--- config.mk ---
export PLATFORM = sky130hd
export DESIGN_NAME = clock_ctrl
export DESIGN_NICKNAME = d
export VERILOG_FILES = /design/src/rtl/clock_pkg.sv /design/src/rtl/clock_ctrl_key_edge.sv /design/src/rtl/clock_ctrl.sv
export SDC_FILE = /design/constraint.sdc
export NUM_CORES = 1
export LEC_CHECK = 0
export ABC_AREA = 1
export CAP_MARGIN = 20
export CORE_MARGIN = 2
export CORE_UTILIZATION = 28
export CTS_CLUSTER_DIAMETER = 120
export DETAILED_ROUTE_END_ITERATION = 16
export GPL_TIMING_DRIVEN = 1
export PLACE_DENSITY_LB_ADDON = 0.08
export SLEW_MARGIN = 5
export SYNTH_ARGS = -nofsm -noshare
export SYNTH_HDL_FRONTEND = slang
export SYNTH_SLANG_ARGS = --single-unit
export TNS_END_PERCENT = 30
--- constraint.sdc ---
create_clock -name CP -period 1.84 [get_ports CP]
set_clock_uncertainty 0.2 [all_clocks]
set_input_delay 0.276 -clock CP [delete_from_list [all_inputs] [get_ports CP]]
set_output_delay 0.276 -clock CP [all_outputs]
set_load 0.05 [all_outputs]
--- src/rtl/clock_pkg.sv ---
// +-----------------------------------------------------------------------+
// | clock_pkg : shared states, select codes and BCD constants for clock   |
// | Rev 1.0                                                               |
// +-----------------------------------------------------------------------+
`default_nettype none

package clock_pkg;

    typedef enum logic [1:0] {
        RUN   = 2'd0,
        SET_H = 2'd1,
        SET_M = 2'd2,
        SET_S = 2'd3
    } state_t;

    localparam logic [1:0] SEL_NONE = 2'd0;
    localparam logic [1:0] SEL_HOUR = 2'd1;
    localparam logic [1:0] SEL_MIN  = 2'd2;
    localparam logic [1:0] SEL_SEC  = 2'd3;

    localparam logic [7:0] BCD_51 = 8'h51;
    localparam logic [7:0] BCD_53 = 8'h53;
    localparam logic [7:0] BCD_55 = 8'h55;
    localparam logic [7:0] BCD_57 = 8'h57;
    localparam logic [7:0] BCD_59 = 8'h59;

    function automatic logic [1:0] sel_of(input state_t s);
        case (s)
            SET_H:   sel_of = SEL_HOUR;
            SET_M:   sel_of = SEL_MIN;
            SET_S:   sel_of = SEL_SEC;
            default: sel_of = SEL_NONE;
        endcase
    endfunction

    function automatic logic is_lo_second(input logic [7:0] s);
        is_lo_second = (s == BCD_51) || (s == BCD_53) ||
                       (s == BCD_55) || (s == BCD_57);
    endfunction

endpackage

`default_nettype wire

--- src/rtl/clock_ctrl_key_edge.sv ---
// +-----------------------------------------------------------------------+
// | key_edge : rising-edge detector for a debounced key level             |
// | Rev 1.0                                                               |
// +-----------------------------------------------------------------------+
`default_nettype none

module key_edge (
    input  logic CP,
    input  logic nCR,
    input  logic key,
    output logic rise
);

    logic hist;

    // History resets to 1 so a key held through reset gives no edge.
    always_ff @(posedge CP) begin
        if (!nCR) hist <= 1'b1;
        else      hist <= key;
    end

    assign rise = key & ~hist;

endmodule

`default_nettype wire

--- src/rtl/clock_ctrl.sv ---
// +-----------------------------------------------------------------------+
// | clock_ctrl : enable/carry sequencer, time-set FSM and chime for clock |
// | Rev 1.0                                                               |
// +-----------------------------------------------------------------------+
`default_nettype none

module clock_ctrl
    import clock_pkg::*;
#(
    parameter int TIMEOUT = 30,
    parameter int TO_W    = 6
) (
    input  logic       CP,
    input  logic       nCR,
    input  logic       tick,
    input  logic       key_mode,
    input  logic       key_adj,
    input  logic [7:0] Sec,
    input  logic [7:0] Min,
    output logic       EN_S,
    output logic       EN_M,
    output logic       EN_H,
    output logic       sec_clr_n,
    output logic [1:0] sel,
    output logic       blink,
    output logic       chime_lo,
    output logic       chime_hi
);

    localparam logic [TO_W-1:0] TO_LAST = TO_W'(TIMEOUT - 1);

    logic            mode_rise;
    logic            adj_rise;
    logic            adj_ev;
    logic            in_set;
    logic            to_fire;
    logic            changed;
    state_t          state;
    state_t          state_nx;
    logic [TO_W-1:0] to_cnt;
    logic [TO_W-1:0] to_cnt_nx;
    logic            blink_nx;
    logic            en_s_nx;
    logic            en_m_nx;
    logic            en_h_nx;
    logic            clr_n_nx;
    logic            lo_nx;
    logic            hi_nx;
    logic            carry_m;
    logic            carry_h;

    key_edge u_mode_edge (
        .CP   (CP),
        .nCR  (nCR),
        .key  (key_mode),
        .rise (mode_rise)
    );

    key_edge u_adj_edge (
        .CP   (CP),
        .nCR  (nCR),
        .key  (key_adj),
        .rise (adj_rise)
    );

    always_ff @(posedge CP) begin
        if (!nCR) begin
            state     <= RUN;
            to_cnt    <= '0;
            EN_S      <= 1'b0;
            EN_M      <= 1'b0;
            EN_H      <= 1'b0;
            sec_clr_n <= 1'b1;
            sel       <= SEL_NONE;
            blink     <= 1'b0;
            chime_lo  <= 1'b0;
            chime_hi  <= 1'b0;
        end else begin
            state     <= state_nx;
            to_cnt    <= to_cnt_nx;
            EN_S      <= en_s_nx;
            EN_M      <= en_m_nx;
            EN_H      <= en_h_nx;
            sec_clr_n <= clr_n_nx;
            sel       <= sel_of(state_nx);
            blink     <= blink_nx;
            chime_lo  <= lo_nx;
            chime_hi  <= hi_nx;
        end
    end

    always_comb begin
        state_nx  = state;
        to_cnt_nx = to_cnt;
        blink_nx  = 1'b0;
        en_s_nx   = 1'b0;
        en_m_nx   = 1'b0;
        en_h_nx   = 1'b0;
        clr_n_nx  = 1'b1;
        lo_nx     = 1'b0;
        hi_nx     = 1'b0;

        // Mode wins over adjust when both keys rise together.
        adj_ev  = adj_rise & ~mode_rise;
        in_set  = (state != RUN);
        to_fire = in_set && tick && (to_cnt == TO_LAST) && !mode_rise && !adj_ev;
        carry_m = tick && (Sec == BCD_59);
        carry_h = carry_m && (Min == BCD_59);

        case (state)
            RUN: begin
                if (mode_rise) state_nx = SET_H;
                en_s_nx = tick;
                en_m_nx = carry_m;
                en_h_nx = carry_h;
            end
            SET_H: begin
                if (mode_rise)    state_nx = SET_M;
                else if (to_fire) state_nx = RUN;
                en_h_nx = adj_ev;
            end
            SET_M: begin
                if (mode_rise)    state_nx = SET_S;
                else if (to_fire) state_nx = RUN;
                en_m_nx = adj_ev;
            end
            default: begin
                if (mode_rise || to_fire) state_nx = RUN;
                clr_n_nx = ~adj_ev;
            end
        endcase

        changed = (state_nx != state);

        if (changed || mode_rise || adj_ev) to_cnt_nx = '0;
        else if (in_set && tick)            to_cnt_nx = to_cnt + 1'b1;

        if (!changed && in_set) blink_nx = tick ? ~blink : blink;

        // Chime only while running, judged on the counters' current values.
        if (state_nx == RUN && Min == BCD_59) begin
            lo_nx = is_lo_second(Sec);
            hi_nx = (Sec == BCD_59);
        end
    end

endmodule

`default_nettype wire

* Yosys cells after proc, flatten, opt, wreduce, memory -nomap -nowiden
Index checks and enable logic that the tools add are counted.
** Cells by class
- Mux-type cells :: 9
- Div/mod/pow operators :: 0
- Multiply operators :: 0
- Equal/unequal tests :: 13
- Reduce and logical (&&, ||, !) cells :: 25
- Shift-type cells :: 0
- $add $sub $neg :: 1
- Bitwise gates (word level) :: 9
- $lt $le $gt $ge :: 0
** Operators with widths (count)
- equality test 8 x 7 -> 1 bit, second input constant :: 6
- one-hot mux 2 bit (3 select lines) :: 2
- two-way mux 2 bit :: 5
- logical AND 1 bit :: 8
- adder 6 x 1 -> 6 bit, second input constant :: 1
- equality test 2 bit, second input constant :: 3
- equality test 6 x 5 -> 1 bit, second input constant :: 1
- logical OR 1 bit :: 6
- NOT 1 bit :: 6
- AND reduction 2 bit :: 3
- equality test 2 x 1 -> 1 bit, second input constant :: 2
- logical NOT 2 bit :: 2
- one-hot mux 1 bit (2 select lines) :: 2
- OR reduction 4 bit :: 1
- AND 1 bit :: 3
- logical NOT 1 bit :: 3
- != test 2 bit :: 1
- nonzero test 2 bit :: 1
- OR reduction 2 bit :: 1
** Storage, ports and cells
- Word-level logic and storage cells :: 69
- RAM bits :: 0
- Bits in registers :: 19
- Bits in read-only memories :: 0
- Latch bits :: 0
- Memories kept :: 0
- Input port bits :: 21

* Longest topological paths before layout
Gate-level depths: netlist of run 1.
- Depth after elaboration :: 13
- Mapped depth :: 10

* Cells and area by module
A second synthesis of run 1 with hierarchy kept.
** Second synthesis, totals
- Cells, all modules :: 101
- Area, all modules :: 842.1 um2
** By module, submodules not included
- clock_ctrl :: area each 774.5 um2, cells an instance 93, times used 1
- key_edge :: area each 33.8 um2, cells an instance 4, times used 2

* Least setup slack after synthesis of run 1
Ideal clock, no wire load.
- Path type :: reg2reg
- Start :: register to_cnt[0]
- End :: register chime_hi
- Stages on the path, launching flop included :: 10
- Library setup time :: 64 ps
- Slack :: 414 ps
- Buffers on the path :: 0
- Arrival time :: 1162 ps
- Period minus slack after synthesis :: 1426 ps
- Cell sequence :: dfxtp_1 ha_1 inv_1 nor2_1 nand3_2 nand3_1 nand2_1 nor3_2 nand2_1 nor2_1
** On the way
- Longest elaborated chain between the ends :: 10
- Elaborated cells between the ends (all ways) :: 13
** Ends and longest elaborated chain
- start: declaration :: RTL line clock_ctrl.sv:40 : logic [TO_W-1:0] to_cnt;
- start signal: assignment :: RTL line clock_ctrl.sv:80 : to_cnt <= to_cnt_nx;
- equality test 6 x 5 -> 1 bit * :: RTL line clock_ctrl.sv:106 : to_fire = in_set && tick && (to_cnt == TO_LAST) && !mode_rise && !adj_ev;
- logical AND 1 bit * (3 in series) :: RTL line clock_ctrl.sv:106
- two-way mux 2 bit or logical OR 1 bit (tied branches) :: RTL line clock_ctrl.sv:119, clock_ctrl.sv:124, clock_ctrl.sv:128
- two-way mux 2 bit, on equally long branches :: RTL line clock_ctrl.sv:123, clock_ctrl.sv:118, clock_ctrl.sv:128
- one-hot mux 2 bit (3 select lines) * :: RTL line clock_ctrl.sv:110 : case (state)
- logical NOT 2 bit * :: RTL line clock_ctrl.sv:141 : if (state_nx == RUN && Min == BCD_59) begin
- logical AND 1 bit * :: RTL line clock_ctrl.sv:141
- AND reduction 2 bit (no source line) *
- end signal: assignment :: RTL line clock_ctrl.sv:88 : chime_hi <= hi_nx;
- end: declaration :: RTL line clock_ctrl.sv:27 : output logic chime_hi
Mark *: on every way between the ends. The rest lies on a longest branch, timed or not.
A chain may end at the register's enable or synchronous reset.

* Final worst setup path of run 1
- Start :: register to_cnt[0]
- End :: register chime_lo
** On the way
- Longest elaborated chain between the ends :: 10
- Elaborated cells between the ends (all ways) :: 13
** Ends and longest elaborated chain
- equality test 6 x 5 -> 1 bit * :: RTL line clock_ctrl.sv:106
- logical AND 1 bit * (3 in series) :: RTL line clock_ctrl.sv:106
- two-way mux 2 bit or logical OR 1 bit (tied branches) :: RTL line clock_ctrl.sv:119, clock_ctrl.sv:124, clock_ctrl.sv:128
- two-way mux 2 bit, on equally long branches :: RTL line clock_ctrl.sv:123, clock_ctrl.sv:118, clock_ctrl.sv:128
- one-hot mux 2 bit (3 select lines) * :: RTL line clock_ctrl.sv:110
- logical NOT 2 bit * :: RTL line clock_ctrl.sv:141
- logical AND 1 bit * :: RTL line clock_ctrl.sv:141
- AND reduction 2 bit (no source line) *
- end signal: assignment :: RTL line clock_ctrl.sv:87 : chime_lo <= lo_nx;
- end: declaration :: RTL line clock_ctrl.sv:26 : output logic chime_lo,
Marks and branches as above.

==> impl_summary.log, run 1 <==
INFO  metric outcome = finished with violations
INFO  metric violations_in_the_final_reports = DRC
INFO  metric chipWidth = around 59 µm
INFO  metric tritoncts_clock_tree = done
INFO  metric hold_viol_final = 0
INFO  metric postSynthCellCount = roughly 110
INFO  metric dr_total_vias = approximately 800
INFO  metric fp.coreArea = 2810 µm²
INFO  metric die_h = between 50 and 60 µm
INFO  metric synth.yosys.seq_area_share = 0.432
INFO  metric min_delay_path_depth = 1
INFO  metric detailedRoute.firstPassIterationCount = 9
INFO  metric ys_ff_latch = 18
INFO  metric cts_buffers = 3
INFO  metric synth_edf_count = 0
INFO  metric async_reset_ff_frac = 0
INFO  metric synth.cells.most_frequent = 21 x sky130_fd_sc_hd__nor2_1, 18 x sky130_fd_sc_hd__dfxtp_1, 17 x sky130_fd_sc_hd__inv_1
INFO  metric clk_pin_slew = between 0.1 and 0.15 ns
INFO  metric ctsResizeCount = 0
INFO  metric postSynthNetCount = approximately 140
INFO  metric grt_setup_unrepaired = false
INFO  metric r2r.worst_path.cells = 9
INFO  metric antenna_violating_nets_post_route = 0
INFO  metric route.detailed.vias_per_inst = about 4.4
INFO  metric fin_crit = roughly 1.6 ns
INFO  metric yosysMostFrequentCell = sky130_fd_sc_hd__nor2_1
INFO  metric criticalPathCategory = register to register
INFO  metric f_max = ~630 MHz
INFO  metric dpl.cell_count = about 180
INFO  metric startpoint_type = register
INFO  metric setup_viol_count_final = 0
INFO  metric drive_above_1_share = 0.178
INFO  metric groute.layer.met1.usage = 0.131
INFO  metric synth_top_flop_cell = sky130_fd_sc_hd__dfxtp_1
INFO  metric sequential_cell_area = about 360 µm²
INFO  metric wire_per_inst = between 9 and 10 µm
INFO  metric critPathCaptureType = register
INFO  metric hold_path_class = register to register
INFO  metric power_density = 623 nW/µm²
INFO  metric h-tree-depth = 1
INFO  metric drt_iter0_markers = 19
INFO  metric multi_input_comb_area = 395 µm²
INFO  metric post_layout_nonfiller_instances = between 150 and 200
INFO  metric clk_latency = around 0.3 ns
INFO  metric highest_utilization_routing_layer_at_the_global_route_stage = met2
INFO  metric start_util = 0.298
INFO  metric number_of_antenna_violations_at_the_first_check_in_global_routing = 0
INFO  metric synth_cell_type_count = 25
INFO  metric design.die.area = 3430 µm²
INFO  metric globalRouteOverflowTotal = 0
INFO  metric worst_hold_slack_across_all_endpoints = around 0.28 ns
INFO  metric timing.setup.tns = 0 ns
INFO  metric cp.required = 1.89 ns
INFO  metric yosysWarnings = 0
INFO  metric syn_area_per_cell = 7.39 µm²
INFO  metric synthTopCellsByArea = sky130_fd_sc_hd__dfxtp_1 43%, sky130_fd_sc_hd__nor2_1 9.4%, sky130_fd_sc_hd__inv_1 7.6%
INFO  metric drv_slew = 0
INFO  metric place.port_buffers = 29
INFO  metric global_route_wire_length_before_repair = roughly 3100 µm
INFO  metric cts_sinks = 18
INFO  metric nets = 176
INFO  metric synth.top_cell.area_share = 0.432
INFO  metric grt_use_total = 0.126
INFO  metric syn-cell-area = approximately 830 µm²
INFO  metric critical_path_arrival = around 1.6 ns
INFO  metric grt.met2_usage = 0.205
INFO  metric rows = 19
INFO  metric finalCritPeriodShare = 0.866
INFO  metric fill_cells = around 300
INFO  metric synthToLayoutAreaGrowth = 48.0%
INFO  metric slew-limit-headroom = 0.796
INFO  metric via_count_of_the_first_global_routing_pass = roughly 800
INFO  metric tightestPinTransition = between 0.2 and 0.3 ns
INFO  metric timing.max_cap.violations = 0
INFO  metric cts_setup_buffers = 0
INFO  metric cts_hold_buffers = 0
INFO  metric static-leakage-power = 0.517 nW
INFO  metric detail_route.drc_violations = 2
INFO  metric postRouteWirelength = 1830 µm
INFO  metric i_o_pins = 30
INFO  metric cell_accounting_for_the_most_synthesized_area = sky130_fd_sc_hd__dfxtp_1
INFO  metric pin_count_of_the_biggest_net_entering_global_routing = 11
INFO  metric number_of_diodes = 0
INFO  metric clock-root-buffer = sky130_fd_sc_hd__clkbuf_4
INFO  metric power = around 770 µW
INFO  metric dp.final_hpwl = roughly 1500 µm
INFO  metric globalplace.congestion = 0.800
INFO  metric global_route.usage.met3 = 0.0440
INFO  metric power.ir.vdd_worst = ~0.00024 V
INFO  metric clockBufferDepth = 2
INFO  metric path_max_fanout = 5
==> placed cells by master (no fill, tap or decap), types with 2 or more instances in the layout <==
| cell type | synthesis | final |
|---|---|---|
| sky130_fd_sc_hd__a21oi_1 | 7 | 7 |
| sky130_fd_sc_hd__buf_4 | 1 | 15 |
| sky130_fd_sc_hd__clkbuf_4 | 0 | 3 |
| sky130_fd_sc_hd__clkdlybuf4s50_1 | 0 | 20 |
| sky130_fd_sc_hd__dfxtp_1 | 18 | 18 |
| sky130_fd_sc_hd__ha_1 | 2 | 2 |
| sky130_fd_sc_hd__inv_1 | 17 | 17 |
| sky130_fd_sc_hd__nand2_1 | 15 | 15 |
| sky130_fd_sc_hd__nand3_1 | 7 | 7 |
| sky130_fd_sc_hd__nand4_1 | 4 | 4 |
| sky130_fd_sc_hd__nor2_1 | 21 | 21 |
| sky130_fd_sc_hd__nor2_2 | 2 | 2 |
| sky130_fd_sc_hd__nor3_1 | 2 | 2 |
| sky130_fd_sc_hd__or2_0 | 2 | 2 |
| sky130_fd_sc_hd__xnor2_1 | 2 | 2 |
| sky130_fd_sc_hd__xor2_1 | 2 | 2 |
==> flip-flops by register name, summed over array words and instances (netlist names) <==
signal,count
sec_clr_n,1
chime_hi,1
chime_lo,1
EN_M,1
u_adj_edge.hist,1
u_mode_edge.hist,1
EN_S,1
sel,2
EN_H,1
to_cnt,6
state,1
blink,1
==> path summary, 6_finish.rpt <==
check                           endpoint  slack [ns]       from
worst min register to register     blink        0.28      blink
worst max-delay path            chime_lo        0.25  to_cnt[0]
worst min-delay path               blink        0.28      blink
worst max register to register  chime_lo        0.25  to_cnt[0]
==> metrics by stage <==
| step | area (µm²) | worst slack (ns) | utilization |
|---|---|---|---|
| final | 1230 | 0.247 | 0.440 |
| after global routing | 1230 | 0.0500 | 0.440 |
| after CTS | 1230 | 0.227 | 0.440 |
| after detailed placement | 1200 | 0.00397 | 0.427 |
| after global placement | 1200 | 0.0405 | 0.427 |
| after floorplan | 835 | 0.414 | - |
==> per-layer routing <==
layer	up-vias	routed length (µm)
met5	-	0
li1	433	-
met4	0	68
met3	5	161
met2	29	793
met1	336	806
==> report_power, final <==
part,internal [mW],switching (mW)
Combinational,0.0631,0.0512
Clock,0.121,0.132
Sequential,0.396,0.00586
==> critical path, stage by stage, from the launching register on <==
cell                      delay [ns]
sky130_fd_sc_hd__dfxtp_1        0.41
sky130_fd_sc_hd__ha_1           0.17
sky130_fd_sc_hd__inv_1          0.04
sky130_fd_sc_hd__nor2_1         0.14
sky130_fd_sc_hd__nand3_2        0.12
sky130_fd_sc_hd__nand4_1        0.09
sky130_fd_sc_hd__nand3_1        0.07
sky130_fd_sc_hd__nor2_1         0.12
sky130_fd_sc_hd__nand2_1        0.09
sky130_fd_sc_hd__nor2_1         0.08
==> cells by family after synthesis <==
logic type	after synthesis	synth area share
AOI/OAI and AO/OA	10	0.0645
xor gates and xnor gates	4	0.0420
and+or+nand+nor	59	0.337
buffers and inverters	20	0.0944
DFF	18	0.432
adders and majority gates	2	0.0300
==> final cells by class <==
class                      instances  area share
multi-input combinational         75       0.320
sequential                        18       0.292
timing repair buffer              36       0.270
inverter                          19      0.0578
tap                               31      0.0314
clock buffer                       4      0.0294
(Power assumes the default switching activity.)
==> inputs of run 2 (changes only) <==
==> constraint.sdc (replaced) <==
create_clock -name CP -period 1.84 [get_ports CP]
set_clock_uncertainty 0.2 [all_clocks]
set_input_delay 0.276 -clock CP [delete_from_list [all_inputs] [get_ports CP]]
set_output_delay 0.276 -clock CP [all_outputs]
set_load 0.1 [all_outputs]
==> run 2 against run 1 <==
- worst setup slack worse by 0.0033 ns
- critical path depth is the same
- clock-buffer cell count is the same
- non-clock buffer count unchanged
- maximum frequency fell by 0.21%
- cell area grew 8.1%
- hold slack gained 0.027 ns
- the flow still finishes with violations (DRC)
- sequential share of layout area fell by 2.2 points
- combinational power is 18% higher
- critical endpoint is now chime_hi
- via count rose by 2.0%
- sequential cell count did not move
==> impl_summary.log, run 2 (synthesized netlist as in run 1, its figures left out) <==
INFO  metric outcome = finished with violations
INFO  metric violations_in_the_final_reports = DRC
INFO  metric dr_total_vias = 819 (+2.0%)
INFO  metric cp.required = 1.88 ns (about the same)
INFO  metric critPathCaptureType = register
INFO  metric design.die.area = 3430 µm² (unchanged)
INFO  metric dpl_cell_area = 1300 µm² (+8.4%)
INFO  metric timing.setup.tns = 0 ns (unchanged)
INFO  metric flip_flop_count_of_the_largest_register_after_layout = 6 (unchanged)
INFO  metric p_comb_frac = 0.171 (+0.023)
INFO  metric globalplace.congestion = 0.804 (+0.56%)
INFO  metric p_sw_frac = 0.253 (+0.00711)
INFO  metric globalRouteOverflowTotal = 0 (unchanged)
INFO  metric i_o_pins = 30 (unchanged)
INFO  metric dpl.cell_count = 179 (unchanged)
INFO  metric internal_power = 587 µW (+1.0%)
INFO  metric startpoint_type = register
INFO  metric detailedRoute.firstPassIterationCount = 10 (+1)
INFO  metric power = 785 µW (+2.0%)
INFO  metric chipWidth = 58.6 µm (unchanged)
INFO  metric timing.max_cap.violations = 0 (unchanged)
INFO  metric worst_hold_path.endpoint = sec_clr_n
INFO  metric h-tree-depth = 1 (unchanged)
INFO  metric number_of_diodes = 0 (unchanged)
INFO  metric slew-limit-headroom = 0.794 (-0.00114)
INFO  metric number_of_antenna_violations_at_the_first_check_in_global_routing = 0 (unchanged)
INFO  metric switchingPower = 199 µW (+5.0%)
INFO  metric cts_buffers = 3 (unchanged)
INFO  metric finalCritPeriodShare = 0.867 (+0.00178)
INFO  metric route.detailed.vias_per_inst = 4.48 (+2.0%)
INFO  metric global_route_wire_length_before_repair = 3300 µm (+6.2%)
INFO  metric via_count_of_the_first_global_routing_pass = 785 (-1.3%)
INFO  metric clockBufferDepth = 2 (unchanged)
INFO  metric worstReg2RegStart = to_cnt[0]
INFO  metric critical_path_arrival = 1.64 ns (about the same)
INFO  metric postRouteWirelength = 1830 µm (about the same)
INFO  metric final.setup.worst_slack = 0.244 ns (-0.00328 ns)
INFO  metric grt_setup_unrepaired = false
INFO  metric cts_sinks = 18 (unchanged)
INFO  metric clock-root-buffer = sky130_fd_sc_hd__clkbuf_4
INFO  metric f_max = 627 MHz (-0.21%)
INFO  metric drive_above_1_share = 0.178 (unchanged)
INFO  metric fp.coreArea = 2810 µm² (unchanged)
INFO  metric rows = 19 (unchanged)
INFO  metric most-common-layout-cells = 21 x sky130_fd_sc_hd__nor2_1, 20 x sky130_fd_sc_hd__clkdlybuf4s50_1, 18 x sky130_fd_sc_hd__dfxtp_1
INFO  metric layout.core_utilization = 0.476 (+0.0357)
INFO  metric r2r.worst_path.cells = 9 (unchanged)
INFO  metric clk_latency = 0.29 ns (about the same)
INFO  metric fin_crit = 1.60 ns (+0.00328 ns)
INFO  metric share_seq_of_total_power = 0.514 (-0.009)
INFO  metric dp.final_hpwl = 1530 µm (-0.47%)
INFO  metric place.port_buffers = 29 (unchanged)
INFO  metric design_area = 1340 µm² (+8.1%)
INFO  metric pin_count_of_the_biggest_net_entering_global_routing = 11 (unchanged)
INFO  metric power_density = 588 nW/µm² (-5.6%)
INFO  metric biggest_registers_after_layout = to_cnt: 6 flops, sel: 2 flops
INFO  metric detail_route.drc_violations = 2 (unchanged)
INFO  metric wire_per_inst = 9.99 µm (about the same)
INFO  metric min_delay_path_depth = 1 (unchanged)
INFO  metric tightestPinTransition = 0.301 ns (+0.00166 ns)
INFO  metric tritoncts_clock_tree = done
INFO  metric dpl_worst_slack = 0.0127 ns (+0.00872 ns)
INFO  metric post_layout_nonfiller_instances = 183 (unchanged)
INFO  metric drt_iter0_markers = 23 (+4)
INFO  metric worst_hold_slack_across_all_endpoints = 0.312 ns (+0.0269 ns)
INFO  metric cts_setup_buffers = 0 (unchanged)
INFO  metric r2r-end = chime_hi
INFO  metric synthToLayoutAreaGrowth = 60.0%
INFO  metric start_util = 0.298 (unchanged)
INFO  metric clk_pin_slew = 0.10 ns (about the same)
INFO  metric path_max_fanout = 5 (unchanged)
INFO  metric grt_use_total = 0.127 (+0.00149)
INFO  metric setup_viol_count_final = 0 (unchanged)
INFO  metric cts_hold_buffers = 0 (unchanged)
INFO  metric largest_register = to_cnt
INFO  metric clkPwrFrac = 0.315 (-0.014)
INFO  metric hold_viol_final = 0 (unchanged)
INFO  metric ctsResizeCount = 0 (unchanged)
INFO  metric criticalPathCategory = register to register
INFO  metric static-leakage-power = 0.543 nW (+5.0%)
INFO  metric worst_hold_startpoint = state[1]
INFO  metric antenna_violating_nets_post_route = 0 (unchanged)
INFO  metric power.ir.vdd_worst = 0.000252 V (+6.2%)
INFO  metric nets = 176 (unchanged)
INFO  metric hold_path_class = register to register
INFO  metric mostFrequentLayoutCell = sky130_fd_sc_hd__nor2_1
INFO  metric die_h = 58.6 µm (unchanged)
INFO  metric drv_slew = 0 (unchanged)
INFO  metric worst-r2r-setup-slack = 0.24 ns (about the same)
## run 2: critical path: stages (launching register included)
cell                      delay [ns]
sky130_fd_sc_hd__dfxtp_1        0.41
sky130_fd_sc_hd__ha_1           0.16
sky130_fd_sc_hd__inv_1          0.04
sky130_fd_sc_hd__nor2_1         0.14
sky130_fd_sc_hd__nand3_2        0.12
sky130_fd_sc_hd__nand2_1        0.10
sky130_fd_sc_hd__nor3_1         0.05
sky130_fd_sc_hd__nor2_1         0.15
sky130_fd_sc_hd__nand2_1        0.09
sky130_fd_sc_hd__nor2_1         0.08
## run 2: layout make-up
cell class              instances  area (µm²)
fillers                       290        1470
flip-flops and latches         18         360
repair buffers                 36         433
inverters                      19        71.3
clock buffers                   4        36.3
well taps                      31        38.8
multi-input cells              75         395
## run 2: worst max path at each step
stage	start	end	slack [ns]	cells after the start
after global routing	to_cnt[0]	chime_hi	0.06	9
after CTS	to_cnt[0]	chime_hi	0.22	9
after floorplan	blink	blink	0.1	2
after detailed placement	tick	chime_lo	0.01	9
after global placement	tick	chime_lo	0.05	9
final	to_cnt[0]	chime_hi	0.24	9
## run 2: routing by layer
| layer | global-route usage | part of all wire |
|---|---|---|
| met5 | 0 | 0 |
| met1 | 0.154 | 0.42 |
| met2 | 0.205 | 0.44 |
| met4 | 0.0682 | 0.025 |
| met3 | 0.0352 | 0.11 |
## run 2: power groups by stage
stage	Sequential (mW)	Combinational [mW]	Clock (mW)
after CTS	0.404	0.135	0.252
after global routing	0.405	0.145	0.273
after floorplan	0.427	0.0451	0
final	0.403	0.135	0.247
after global placement	0.412	0.134	0
after detailed placement	0.413	0.135	0
==> inputs of run 3 (changes only) <==
--- a/config.mk
+++ b/config.mk
@@ -9,6 +9,7 @@
 export CAP_MARGIN = 20
 export CORE_MARGIN = 2
 export CORE_UTILIZATION = 28
+export CTS_BUF_LIST = sky130_fd_sc_hd__clkbuf_4 sky130_fd_sc_hd__clkbuf_8 sky130_fd_sc_hd__clkbuf_16
 export CTS_CLUSTER_DIAMETER = 120
 export DETAILED_ROUTE_END_ITERATION = 16
 export GPL_TIMING_DRIVEN = 1
==> results of run 3 <==
Final layout, timing and power as in run 2 (identical DEF).
